`config.mk`:
```
export PLATFORM = sky130hd
export DESIGN_NAME = snd_req_queue
export DESIGN_NICKNAME = d
export VERILOG_FILES = /design/src/rtl/snd_req_queue.sv
export SDC_FILE = /design/constraint.sdc
export NUM_CORES = 1
export LEC_CHECK = 0
export CORE_MARGIN = 4
export CORE_UTILIZATION = 55
export CTS_CLUSTER_DIAMETER = 40
export DETAILED_ROUTE_END_ITERATION = 6
export MAX_ROUTING_LAYER = met4
export PLACE_DENSITY = 0.74
export SLEW_MARGIN = 15
export SYNTH_ARGS = -nofsm -noshare
export SYNTH_HDL_FRONTEND = slang
export SYNTH_SLANG_ARGS = --single-unit
export TNS_END_PERCENT = 20
```
`constraint.sdc`:
```
create_clock -name clk_1mhz -period 2.8 [get_ports clk_1mhz]
set_input_delay 0.28 -clock clk_1mhz [delete_from_list [all_inputs] [get_ports clk_1mhz]]
set_output_delay 0.28 -clock clk_1mhz [all_outputs]
set_load 0.005 [all_outputs]
```
`src/rtl/snd_req_queue.sv`:
```
// Sound request queue: buffers game sound events in a small FIFO and plays them one at a time.
// Codes 6/7 pre-empt everything. Define SNDQ_DEDUP_EN to drop a normal request matching the FIFO tail.
module snd_req_queue #(
    parameter int DEPTH      = 4,
    parameter int GAP_CYCLES = 1000,
    parameter int START_TMO  = 4
) (
    input  logic       clk_1mhz,
    input  logic       rst_n,
    input  logic       ev_valid,
    input  logic [2:0] ev_code,
    input  logic       playing,
    output logic [2:0] snd_mode,
    output logic       trig,
    output logic       busy,
    output logic [3:0] q_count,
    output logic       overflow
);

    localparam int PW = (DEPTH > 1) ? $clog2(DEPTH) : 1;

    typedef enum logic [2:0] {
        IDLE, ISSUE, WAIT_START, WAIT_DONE, GAP, PREEMPT
    } state_t;

    typedef struct packed {
        logic       norm;
        logic       prio;
        logic [2:0] code;
    } req_t;

    state_t          state;
    req_t            req;
    logic [2:0]      mem [DEPTH];
    logic [PW-1:0]   wr_ptr, rd_ptr;
    logic [3:0]      count;
    logic [2:0]      prio_code;
    logic [15:0]     gap_cnt;
    logic [15:0]     tmo_cnt;
    logic            full, pop, push, drop, dup;

    always_comb begin
        req.code = ev_code;
        req.norm = ev_valid && (ev_code != 3'd0) && (ev_code <= 3'd5);
        req.prio = ev_valid && (ev_code >= 3'd6);
    end

`ifdef SNDQ_DEDUP_EN
    logic [PW-1:0] tail_idx;
    assign tail_idx = wr_ptr - PW'(1);
    assign dup      = (count != 4'd0) && (mem[tail_idx] == req.code);
`else
    assign dup = 1'b0;
`endif

    // A priority request flushes the FIFO, so it also blocks the pop in IDLE.
    assign full = (count == 4'(DEPTH));
    assign pop  = (state == IDLE) && (count != 4'd0) && !req.prio;
    assign push = req.norm && !dup && (!full || pop);
    assign drop = req.norm && !dup && full && !pop;

    assign busy    = (state != IDLE) || (count != 4'd0);
    assign q_count = count;

    always_ff @(posedge clk_1mhz) begin
        if (push)
            mem[wr_ptr] <= req.code;
    end

    always_ff @(posedge clk_1mhz) begin
        if (!rst_n) begin
            wr_ptr    <= '0;
            rd_ptr    <= '0;
            count     <= 4'd0;
            overflow  <= 1'b0;
            prio_code <= 3'd0;
        end else if (req.prio) begin
            wr_ptr    <= '0;
            rd_ptr    <= '0;
            count     <= 4'd0;
            prio_code <= req.code;
        end else begin
            if (push)
                wr_ptr <= wr_ptr + PW'(1);
            if (pop)
                rd_ptr <= rd_ptr + PW'(1);
            case ({push, pop})
                2'b10:   count <= count + 4'd1;
                2'b01:   count <= count - 4'd1;
                default: count <= count;
            endcase
            if (drop)
                overflow <= 1'b1;
        end
    end

    // snd_mode is written only on transitions into ISSUE; trig is the registered twin of that entry.
    always_ff @(posedge clk_1mhz) begin
        if (!rst_n) begin
            state    <= IDLE;
            snd_mode <= 3'd0;
            trig     <= 1'b0;
            gap_cnt  <= 16'd0;
            tmo_cnt  <= 16'd0;
        end else begin
            trig <= 1'b0;
            if (req.prio) begin
                state <= PREEMPT;
            end else begin
                case (state)
                    IDLE: begin
                        if (pop) begin
                            snd_mode <= mem[rd_ptr];
                            trig     <= 1'b1;
                            state    <= ISSUE;
                        end
                    end
                    ISSUE: begin
                        tmo_cnt <= 16'd0;
                        state   <= WAIT_START;
                    end
                    WAIT_START: begin
                        if (playing) begin
                            state <= WAIT_DONE;
                        end else if (tmo_cnt == 16'(START_TMO - 1)) begin
                            gap_cnt <= 16'(GAP_CYCLES - 1);
                            state   <= GAP;
                        end else begin
                            tmo_cnt <= tmo_cnt + 16'd1;
                        end
                    end
                    WAIT_DONE: begin
                        if (!playing) begin
                            gap_cnt <= 16'(GAP_CYCLES - 1);
                            state   <= GAP;
                        end
                    end
                    GAP: begin
                        if (gap_cnt == 16'd0)
                            state <= IDLE;
                        else
                            gap_cnt <= gap_cnt - 16'd1;
                    end
                    PREEMPT: begin
                        snd_mode <= prio_code;
                        trig     <= 1'b1;
                        state    <= ISSUE;
                    end
                    default: state <= IDLE;
                endcase
            end
        end
    end

endmodule
```
Yosys cells after proc, flatten, opt, wreduce, memory -nomap -nowiden
Memory sizes are Yosys's and may differ from the RTL's. A register that Yosys moved wholly into a read port is not among the register bits.
Cells that the tools add are included.
{ "classes": {"add_sub_neg": 6, "mul": 0, "div_mod_pow": 0, "n_lt_le_gt_ge": 2, "n_eq_ne": 21, "n_shift": 0, "mux": 24, "n_bitwise": 2, "reduce_logical": 29} }
{ "ops": {"columns": ["cell", "count"], "rows": [
  ["16-bit two-way mux", 6],
  ["16-bit one-hot mux with 3 select lines", 1],
  ["16-bit one-hot mux with 2 select lines", 1],
  ["3-bit two-way mux", 7],
  ["3-bit one-hot mux with 6 select lines", 1],
  ["16-bit by 1-bit adder with 16-bit output, second input constant", 1],
  ["16-bit by 2-bit equality test with 1-bit output, second input constant", 1],
  ["16-bit logical NOT", 1],
  ["16-bit by 1-bit subtractor with 16-bit output, second input constant", 1],
  ["2-bit != test, second input constant", 7],
  ["3-bit != test, second input constant", 4],
  ["4-bit AND reduction", 3],
  ["3-bit nonzero test", 3],
  ["1-bit logical AND", 8],
  ["4-bit one-hot mux with 2 select lines", 1],
  ["3-bit by 2-bit equality test with 1-bit output, second input constant", 2],
  ["3-bit equality test, second input constant", 2],
  ["3-bit one-hot mux with 2 select lines", 1],
  ["6-bit AND reduction", 1],
  ["2-bit nonzero test", 3],
  ["2-bit by 1-bit adder with 2-bit output, second input constant", 2],
  ["4-bit by 1-bit adder with 4-bit output, second input constant", 1],
  ["4-bit by 3-bit equality test with 1-bit output, second input constant", 1],
  ["2-bit two-way mux", 2],
  ["other kinds (17)", 23]
]} }
{ "word_totals": {"ff_bits": 51, "latch_bits": 0, "mem_bits_rw": 12, "rom_bits": 0, "inputBits": 7, "out_inout_bits": 10, "word_cells": 96, "n_memories": 1} }
{ "memory_table": {"columns": ["memory", "words", "width", "read_ports", "rd_clocked_by_memory_dff", "wr", "line", "rtl"], "rows": [
  ["mem", 4, 3, 1, 1, 1, "34", "logic [2:0] mem [DEPTH];"]
]} }

Depth between registers and ports, before layout
Gate-level depths: netlist of the first run.
{ "depth": {"ltp_word": 8, "depth_mapped": 10, "mapped_depth_nobuf": 9} }

Worst setup path after synthesis of the first run
No wires, ideal clock.
{ "synth_timing": {"path_kind": "flip-flop to flip-flop", "startpoint": "register gap_cnt[7]", "endpoint": "register gap_cnt[13]", "setup_ns": 0.071, "arrival_time_ns": 2.235, "t_required_ns": 2.729, "setup_slack_ns": 0.494, "stages_incl_launch_ff": 6, "n_path_buf": 0, "synth_period_minus_slack_ns": 2.306, "cell_sequence": "dfxtp_1 > or4_4 > or4_4 > or3_1 > or4_1 > a21oi_1"} }
{ "synth_via": {"elab_chain_len": 3, "elab_cells_between_ends": 6, "classes_between": "add/sub (1); eq/ne (1); mux (2); reduce/logical (2)"} }
{ "synth_rtl": {"columns": ["item", "line", "rtl"], "rows": [
  ["start: declaration", "38", "logic [15:0] gap_cnt;"],
  ["start signal: assignment", "126", "gap_cnt <= 16'(GAP_CYCLES - 1);"],
  ["start signal: assignment", "134", "gap_cnt <= 16'(GAP_CYCLES - 1);"],
  ["start signal: assignment", "142", "gap_cnt <= gap_cnt - 16'd1;"],
  ["16-bit by 1-bit subtractor with 16-bit output / 16-bit logical NOT (equally long branches)", "142, 139", null],
  ["16-bit two-way mux / 2-bit != test (equally long branches)", null, null],
  ["16-bit one-hot mux with 3 select lines / 6-bit AND reduction (equally long branches)", null, null]
]} }
Several ways; a longest one is shown, not always the timed one. The select of a mux whose other input is x is not followed.
A chain may end at the register's enable or synchronous reset.

Final worst setup path of the first run
Ends and elaborated chain as after synthesis.

==> results of run 1 <==
-- flip-flops by register name, indices dropped and copies added, names as in the netlist, named ones only --
register and flops:
state 3, prio_code 3, trig 1, mem 12, q_count 4, rd_ptr 2
gap_cnt 16, tmo_cnt 16, snd_mode 3, wr_ptr 2, overflow 1
-- power by group through the flow --
| stage | Combinational, mW | Clock [mW] | Sequential (mW) |
|---|---|---|---|
| floorplan | 1.14 | 0 | 1.28 |
| global placement | 1.57 | 0 | 1.33 |
| detailed placement | 1.60 | 0 | 1.34 |
| CTS | 1.61 | 0.820 | 1.32 |
| global route | 1.79 | 0.870 | 1.36 |
| finish | 1.61 | 0.807 | 1.32 |
-- how the worst max path moves through the flow --
stage | slack (ns) | end | startpoint | depth (start not counted)
after CTS | 0.39 | gap_cnt[13] | gap_cnt[7] | 5
after floorplan | 0.49 | gap_cnt[13] | gap_cnt[7] | 5
after global routing | 0.28 | q_count[3] | ev_code[1] | 10
final | 0.40 | gap_cnt[13] | gap_cnt[7] | 5
after detailed placement | 0.08 | q_count[3] | ev_code[1] | 10
after global placement | 0.15 | q_count[3] | ev_code[1] | 10
-- cell families after synthesis --
kind of cell | Yosys count
xor gates and xnor gates | 14
buffers and inverters | 27
muxes | 9
and+or+nand+nor | 146
adders and majority gates | 10
DFF | 65
AOI/OAI and AO/OA | 74
-- per-stage QoR --
| step | hold slack (ns) | utilization, % |
|---|---|---|
| floorplan | 0.379 | - |
| global placement | 0.445 | 63.3 |
| detailed placement | 0.451 | 63.3 |
| CTS | 0.483 | 67.0 |
| global route | 0.502 | 67.0 |
| finish | 0.482 | 67.0 |
-- critical path: cells and delay by family, from the launching register on --
| family | cells | cell delay (ns) |
|---|---|---|
| compound gates | 1 | 0.15 |
| flops | 1 | 0.35 |
| simple gates | 4 | 1.83 |
-- layer usage --
layer / track usage, % / wire [um] / vias up
met4: 7.48 / 80 / 0
met5: - / 0 / -
met3: 4.32 / 164 / 9
li1: - / - / 1354
met1: 28.3 / 3340 / 1241
met2: 30.5 / 3100 / 37
-- area by class of cell --
| cell class | count | area (um2) | area share, % |
|---|---|---|---|
| multi-input cells | 253 | 1700 | 45.3 |
| clock inverters | 7 | 80.1 | 2.13 |
| inverters | 14 | 52.6 | 1.40 |
| clock buffers | 9 | 124 | 3.30 |
| flip-flops and latches | 65 | 1420 | 37.9 |
| well taps | 72 | 90.1 | 2.40 |
| repair buffers | 33 | 288 | 7.66 |
-- placed cells by master, fill, tap and decap left out, types with 4 or more instances in the layout --
cell	netlist	routed
or4_1	8	8
o31ai_1	8	8
or3_1	10	10
a31oi_1	6	6
nor3_1	14	14
inv_1	14	14
a211oi_1	4	4
nor2_1	37	37
nor4_1	10	10
o31a_1	6	6
o21ai_0	5	5
edfxtp_1	12	12
clkbuf_8	0	9
and2_1	8	8
dfxtp_1	53	53
clkdlybuf4s50_1	0	16
nand2_1	19	19
buf_4	0	17
and3_1	5	5
nand4_1	5	5
mux2i_1	5	5
ha_1	9	9
nand3_1	8	8
a21oi_1	22	22
xnor2_1	11	11
==> run_results.csv, run 1 <==
group,metric,value,unit
setup_path,cp.arrival,2.67,ns
synthesis,synth_mux_area_share,4.00,%
global_routing,grt_max_degree,21,
setup_path,reg2reg_to,"gap_cnt[13]",
clock_tree,htree_levels,3,
clock_tree,clk_pin_slew_worst_paths,0.07,ns
job,maxCapViolCount,0,
pwr,clockPowerShare,21.6,%
layout,layout-drive-gt1-share,12.3,%
setup_path,worstPathRequired,3.07,ns
synthesis,ys.warnings.count,0,
floorplan,num_rows,27,
setup_path,cp_cell_sequence,"or4_4 -> or4_4 -> or3_1 -> or4_1 -> a21oi_1",
pwr,report.power.total,3.74,mW
placement,gp_congestion,0.840,
global_routing,grt_pass1_vias,2458,
setup_path,crit_path_end_kind,"flop",
layout,nFillCells,466,
sta,post-route-min-period,2.40,ns
pwr,swShare,37.3,%
floorplan,io_pins,17,
pwr,ir_worst_vdd,0.648,mV
global_routing,grt_pass1_wl,11.7,mm
floorplan,fp.dieW,84.5,um
drt,drt_iter0_drc,173,
synthesis,synth.top_cells.by_count,"53 x dfxtp_1, 37 x nor2_1, 22 x a21oi_1, 19 x nand2_1",
sta,post-route-period-util,85.7,%
synthesis,synth_edf_count,12,
placement,dp_cells,437,
clock_tree,cts_num_sinks,65,
synthesis,synth_cell_types,56,
floorplan,die_h,84.5,um
pwr,p_int,2.34,mW
setup_path,crit_slowest_cell,"or4_4",
synthesis,yosys-top-cells-area,"dfxtp_1 33%, edfxtp_1 11%, nor2_1 4.3%, ha_1 3.5%, a21oi_1 3.4%",
floorplan,die_area,7150,um2
placement,pre_cts_ws,0.0829,ns
sta,max_freq,417,MHz
layout,final_cell_count_no_fill,453,
clock_tree,cts_tree,"built",
clock_tree,post_cts_buffers,0,
clock_tree,cts_resized,0,
layout,synthToLayoutAreaGrowth,16.5,%
clock_tree,clk_path_buf_depth,2,
synthesis,synth-compound-area-share,16.0,%
pwr,power_frac_seq,35.3,%
clock_tree,cts_made_buffers,9,
pwr,p_per_area,995,nW/um2
setup_path,reg2reg_slack,0.40,ns
sta,max_slew_margin,25.2,%
layout,final_nets,393,
sta,drv_slew,0,
global_routing,grt_antenna_before_repair,0,
synthesis,synth_xor_area_share,3.81,%
setup_path,r2r-start,"gap_cnt[7]",
synthesis,yosysSeqAreaShare,44.1,%
clock_tree,worstSkewPairLatency,0.34,ns
synthesis,ys.flop_type,"dfxtp_1",
clock_tree,root_buffer,"clkbuf_8",
drt,avgViaCountPerCell,5.83,
pwr,power_leakage,1.38,nW
layout,diodes,0,
sta,tightestPinTransition,1.12,ns
synthesis,avgSynthCellArea,9.34,um2
drt,num_vias,2641,
synthesis,netlist.area_leader.share,32.9,%
drt,ant_nets,0,
sta,finalClockSkew,0.00696,ns
synthesis,yosysMostFrequentCell,"dfxtp_1",
drt,drtPass1Iterations,4,
setup_path,start_kind,"flop",
floorplan,start_util,57.5,%
global_routing,grt_overflow_total,0,
hold_path,hold_path_startpoint,"gap_cnt[14]",
synthesis,synth_top_family_by_area,"simple AND/OR/NAND/NOR gates",
drt,post-route-drc-count,0,
pwr,pwr-share-comb,43.1,%
sta,setup_slack,0.400,ns
drt,drt-total-wl,6.68,mm
synthesis,synth-simple-area-share,24.8,%
sta,hold_viol,0,
sta,fin_setup_tns,0,ns
hold_path,hold_path_class,"flop to flop",
status,status,"completed",
synthesis,synthAdderAreaFrac,4.12,%
setup_path,reg2regPathDepth,5,
synthesis,synth_seq_cells,65,
global_routing,grt_usage,20.8,%
drt,wl_per_cell,14.8,um
floorplan,fp.coreArea,5610,um2
placement,io_buffer_count,16,
sta,setup_viol,0,
hold_path,min_delay_worst_endpoint,"gap_cnt[14]",
pwr,p_switching,1.39,mW
sta,rsz0062_at_grt,"no",
placement,postPlaceCellArea,3550,um2
clock_tree,postCtsHoldBufs,0,
hold_path,whs_path_depth,2,
setup_path,cpMostUsedCell,"or4_4",
setup_path,critPathKind,"flop to flop",
synthesis,syn_inst,345,
synthesis,synth-async-reset-ratio,0,%
setup_path,critPathMaxFanout,6,
synthesis,synth_area,3220,um2
setup_path,slowest_delay,0.55,ns
synthesis,syn_nets,362,
layout,post-route-cell-area,3750,um2
placement,place_hpwl,4.76,mm
synthesis,yosysTopAreaCell,"dfxtp_1",
Note: power is estimated with default switching activity, not from simulation.
==> run 2: changes to the inputs <==
- CORE_UTILIZATION: 55 -> 40
- PLACE_DENSITY: 0.74 -> not set
- clock period: 2.8 -> 2.1 ns (I/O delays scaled with it)
==> run 2 against run 1 <==
The flow now finishes with violations (setup timing). Die area rose by 34%. Critical endpoint unchanged. Critical path depth did not move. Combinational power rose by 99%. First-iteration DRC count fell by 28%. Sequential power rose by 29%. Clock power rose by 49%. Routed wire length rose by 14%. Clock skew rose by 0.0048 ns. Via count rose by 7.3%. Final area rose by 17%. Non-clock buffer count rose by 53. Total power rose by 63%.
==> run_results.csv, run 2 (same netlist as run 1, synthesis figures left out) <==
group,metric,value,unit
status,status,"complete, but fails checks",
status,violations,"setup timing",
placement,pre_cts_ws,-0.477,ns
placement,io_buffer_count,16,
setup_path,cp_top_family,"simple AND/OR/NAND/NOR gates",
drt,avgViaCountPerCell,5.29,
clock_tree,worstSkewPairLatency,0.35,ns
clock_tree,clk_pin_slew_worst_paths,0.08,ns
sta,max_slew_margin,66.0,%
floorplan,start_util,41.5,%
clock_tree,postCtsHoldBufs,0,
global_routing,grt_overflow_total,0,
clock_tree,root_buffer,"clkbuf_8",
drt,drtPass1Iterations,4,
floorplan,num_rows,32,
global_routing,grt_pass1_wl,12.6,mm
setup_path,cp.arrival,2.63,ns
drt,ant_nets,0,
drt,drt_iter0_drc,125,
clock_tree,cts_made_buffers,9,
floorplan,io_pins,17,
layout,layout-drive-gt1-share,30.4,%
layout,synthToLayoutAreaGrowth,36.4,%
setup_path,worstPathRequired,2.38,ns
hold_path,hold_path_class,"input port to flop",
clock_tree,cts_num_sinks,65,
sta,tightestPinTransition,0.508,ns
drt,post-route-drc-count,0,
drt,num_vias,2833,
global_routing,grt_pass1_vias,2675,
layout,nFillCells,676,
drt,wl_per_cell,14.2,um
sta,setup_slack,-0.251,ns
clock_tree,cts_tree,"built",
sta,drv_slew,0,
sta,finalClockSkew,0.0118,ns
setup_path,slowest_delay,0.53,ns
placement,gp_congestion,0.832,
setup_path,crit_path_end_kind,"flop",
sta,timing.hold.ws,0.244,ns
global_routing,grt_usage,16.6,%
pwr,power_leakage,1.71,nW
sta,setup_viol,10,
floorplan,die_h,97.7,um
sta,post-route-period-util,112,%
layout,layout_common_cells,"67 x buf_4, 48 x dfxtp_1, 37 x nor2_1, 20 x a21oi_1, 19 x nand2_1",
setup_path,cp_cell_sequence,"or4_4 -> or4_4 -> or3_4 -> or4_1 -> a21oi_1",
setup_path,crit_buf_inv,0,
floorplan,die_area,9550,um2
drt,drt-total-wl,7.63,mm
global_routing,grt_max_degree,21,
setup_path,cpMostUsedCell,"or4_4",
floorplan,fp.coreArea,7770,um2
layout,fin_util,56.6,%
layout,reg.largest.list,"gap_cnt x16, tmo_cnt x16, mem x12",
setup_path,crit_slowest_cell,"or4_4",
job,maxCapViolCount,0,
setup_path,critPathMaxFanout,2,
sta,hold_viol,0,
sta,post-route-min-period,2.35,ns
pwr,ir_worst_vdd,0.770,mV
layout,final_common_cell,"buf_4",
placement,place_hpwl,5.45,mm
layout,diodes,0,
clock_tree,clk_path_buf_depth,2,
sta,rsz0062_at_grt,"yes",
layout,multi_input_area,1860,um2
layout,final_nets,446,
setup_path,critPathKind,"flop to flop",
clock_tree,htree_levels,3,
pwr,p_per_area,1390,nW/um2
layout,regArea,1430,um2
layout,post-route-cell-area,4400,um2
sta,max_freq,425,MHz
floorplan,fp.dieW,97.7,um
setup_path,start_kind,"flop",
placement,postPlaceCellArea,3980,um2
global_routing,grt_antenna_before_repair,0,
==> run 2: area by class of cell <==
cell class | count | area share, %
clock inverters | 7 | 2.28
well taps | 102 | 2.90
multi-input cells | 253 | 42.4
flip-flops and latches | 65 | 32.5
clock buffers | 9 | 2.82
inverters | 14 | 1.20
repair buffers | 86 | 15.9
==> run 2: worst paths after layout <==
path | from | end | slack [ns] | depth (start not counted)
min | ev_code[0] | mem[1][0] | 0.24 | 2
min reg2reg | prio_code[0] | prio_code[0] | 0.46 | 2
max | gap_cnt[7] | gap_cnt[13] | -0.25 | 5
max reg2reg | gap_cnt[7] | gap_cnt[13] | -0.25 | 5
==> run 2: worst reg2reg max path, delay by kind of cell, from the launching register on <==
family / cells / cell delay (ns)
AOI/OAI and AO/OA: 1 / 0.13
DFF: 1 / 0.32
and+or+nand+nor: 4 / 1.84
==> run 2: per-layer routing <==
metal	up-vias	share of wire [%]	track usage (%)
met5	-	0	-
met4	0	1.5	5.64
met3	12	4.0	3.93
met2	51	45	24.5
met1	1309	49	22.5
li1	1461	-	-
==> run 2: metrics by stage <==
step	std cells	total power [mW]	setup TNS, ns
after floorplan	345	3.25	-0.872
after global placement	516	4.39	-5.93
after detailed placement	516	4.43	-6.17
after CTS	534	5.76	-0.395
after global routing	536	6.52	-1.87
final	536	6.09	-0.687
==> run 2: where the power goes <==
part	switching, mW	leakage [nW]	internal, mW
Sequential	0.177	0.543	1.52
Combinational	1.47	1.06	1.73
Clock	0.520	0.115	0.680
Total	2.17	1.71	3.92
==> run 2: repair_timing <==
item,in CTS,in global routing
pin swaps,8,10
cloned,0,0
gates resized for setup,17,23
endpoints found under the setup margin,15,25
buffers inserted,2,2
==> run 3: changes to the inputs <==
- CELL_PAD_IN_SITES_DETAIL_PLACEMENT: not set -> 1
- CELL_PAD_IN_SITES_GLOBAL_PLACEMENT: not set -> 1
- PLACE_DENSITY_LB_ADDON: not set -> 0.1
- SKIP_CTS_REPAIR_TIMING: not set -> 1
==> run 3 against run 2 <==
The run still ends with setup timing left. Die area unchanged. Fmax increased by 0.61%. Worst hold slack improved by 0.081 ns. Utilization increased by 1.7 points. Clock power increased by 6%. Total power increased by 5.9%. Count of clock-buffer cells in the layout unchanged. Routed wire length increased by 28%. Final area increased by 3.1%. Via count increased by 7.0%. Clock skew increased by 0.0010 ns. Largest cell class unchanged. Largest power group unchanged.
==> run_results.csv, run 3 (same netlist as run 1, synthesis figures left out) <==
group,metric,value,unit
placement,gp_congestion,0.794,
clock_tree,worstSkewPairLatency,0.36,ns
setup_path,reg2reg_slack,-0.24,ns
sta,max_slew_margin,65.8,%
sta,rsz0062_at_grt,"yes",
placement,place_hpwl,6.63,mm
drt,top_layer,"met4",
pwr,ir_worst_vdd,0.942,mV
drt,drt-total-wl,9.76,mm
clock_tree,htree_levels,3,
setup_path,crit_path_end_kind,"flop",
layout,multi_input_area,1910,um2
floorplan,fp.coreArea,7770,um2
layout,regArea,1430,um2
hold_path,hold_path_class,"input port to flop",
drt,wl_met3,193,um
layout,final_nets,454,
clock_tree,cts_tree,"built",
setup_path,reg2reg_to,"gap_cnt[13]",
sta,finalClockSkew,0.0128,ns
sta,hold_viol,0,
layout,layout_common_cells,"71 x buf_4, 48 x dfxtp_1, 37 x nor2_1, 19 x nand2_1, 17 x a21oi_1",
setup_path,reg2regPathDepth,5,
global_routing,grt_max_degree,21,
drt,wl_per_cell,17.9,um
drt,avgViaCountPerCell,5.57,
setup_path,cp_cell_sequence,"or4_4 -> or4_4 -> or3_4 -> or4_4 -> a21oi_2",
setup_path,crit_slowest_cell,"or4_4",
setup_path,critPathMaxFanout,2,
floorplan,io_pins,17,
status,violations,"setup timing",
global_routing,grt_usage,20.8,%
drt,dr_wl_met2,5.10,mm
setup_path,critPathKind,"flop to flop",
sta,max_freq,428,MHz
placement,pre_cts_ws,-0.595,ns
setup_path,start_kind,"flop",
drt,drtPass1Iterations,4,
sta,setup_viol,18,
setup_path,crit_buf_inv,0,
clock_tree,clk_pin_slew_worst_paths,0.09,ns
layout,final_common_cell,"buf_4",
sta,tightestPinTransition,0.512,ns
floorplan,die_h,97.7,um
setup_path,r2r-start,"gap_cnt[7]",
sta,setup_slack,-0.237,ns
layout,layout-drive-gt1-share,33.3,%
global_routing,grt_antenna_before_repair,0,
pwr,report.power.total,6.45,mW
job,maxCapViolCount,0,
clock_tree,cts_made_buffers,9,
layout,reg.largest.list,"gap_cnt x16, tmo_cnt x16, mem x12",
hold_path,whs_path_depth,2,
hold_path,hold_path_startpoint,"ev_code[1]",
sta,fin_setup_tns,-1.68,ns
sta,post-route-period-util,111,%
floorplan,die_area,9550,um2
floorplan,start_util,41.5,%
drt,post-route-drc-count,0,
layout,synthToLayoutAreaGrowth,40.6,%
layout,diodes,0,
global_routing,grt_pass1_wl,15.6,mm
placement,io_buffer_count,16,
status,status,"complete, but fails checks",
clock_tree,cts_num_sinks,65,
drt,wl_met1,4.28,mm
drt,num_vias,3031,
sta,post-route-min-period,2.34,ns
global_routing,grt_overflow_total,0,
drt,ant_nets,0,
setup_path,worstPathRequired,2.40,ns
drt,drt_iter0_drc,126,
setup_path,cp.arrival,2.64,ns
global_routing,grt_pass1_vias,3190,
pwr,power_leakage,1.79,nW
pwr,p_per_area,1420,nW/um2
sta,drv_slew,0,
clock_tree,root_buffer,"clkbuf_8",
sta,timing.hold.ws,0.325,ns
clock_tree,clk_path_buf_depth,2,
floorplan,num_rows,32,
layout,nFillCells,894,
floorplan,fp.dieW,97.7,um
setup_path,slowest_delay,0.54,ns
setup_path,cpMostUsedCell,"or4_4",
setup_path,cp_top_family,"simple AND/OR/NAND/NOR gates",
hold_path,min_delay_worst_endpoint,"mem[2][1]",
==> run 3: layout make-up <==
| cell class | instances | area share [%] |
|---|---|---|
| clock buffers | 9 | 2.73 |
| clock inverters | 7 | 2.35 |
| inverters | 14 | 1.16 |
| multi-input cells | 253 | 42.1 |
| flip-flops and latches | 65 | 31.6 |
| well taps | 102 | 2.82 |
| repair buffers | 94 | 17.3 |
==> run 3: stage by stage <==
| stage | instances | utilization (%) | cell area (um2) |
|---|---|---|---|
| after CTS | 541 | 55.0 | 4270 |
| after global placement | 525 | 52.0 | 4040 |
| after floorplan | 345 | - | 3230 |
| after detailed placement | 525 | 52.0 | 4040 |
| final | 544 | 58.3 | 4530 |
| after global routing | 544 | 58.3 | 4530 |
==> run 3: layer usage <==
metal	vias up	track usage, %
met2	31	35.5
met4	0	7.56
met3	15	4.00
met5	-	-
li1	1478	-
met1	1507	24.3
==> run 3: worst max-delay path by stage <==
stage               startpoint     endpoint  slack (ns)  cells past startpoint
global route        gap_cnt[7]  gap_cnt[13]       -0.27                      5
finish              gap_cnt[7]  gap_cnt[13]       -0.24                      5
floorplan           gap_cnt[0]  gap_cnt[13]       -0.20                      5
global placement    ev_code[1]   q_count[3]       -0.45                     10
CTS                 gap_cnt[0]  gap_cnt[13]       -0.27                      5
detailed placement  ev_code[1]   q_count[3]       -0.59                     10
==> run 3: report_power, final <==
part	leakage (nW)	internal [mW]	switching, mW
clock network	0.117	0.693	0.574
registers	0.543	1.52	0.173
logic	1.13	1.83	1.66
total	1.79	4.05	2.40
==> run 3: worst register-to-register path: cells and delay by family, from the launching register on <==
| family | cells | cell delay, ns |
|---|---|---|
| simple gates | 4 | 1.83 |
| flops | 1 | 0.32 |
| compound gates | 1 | 0.13 |
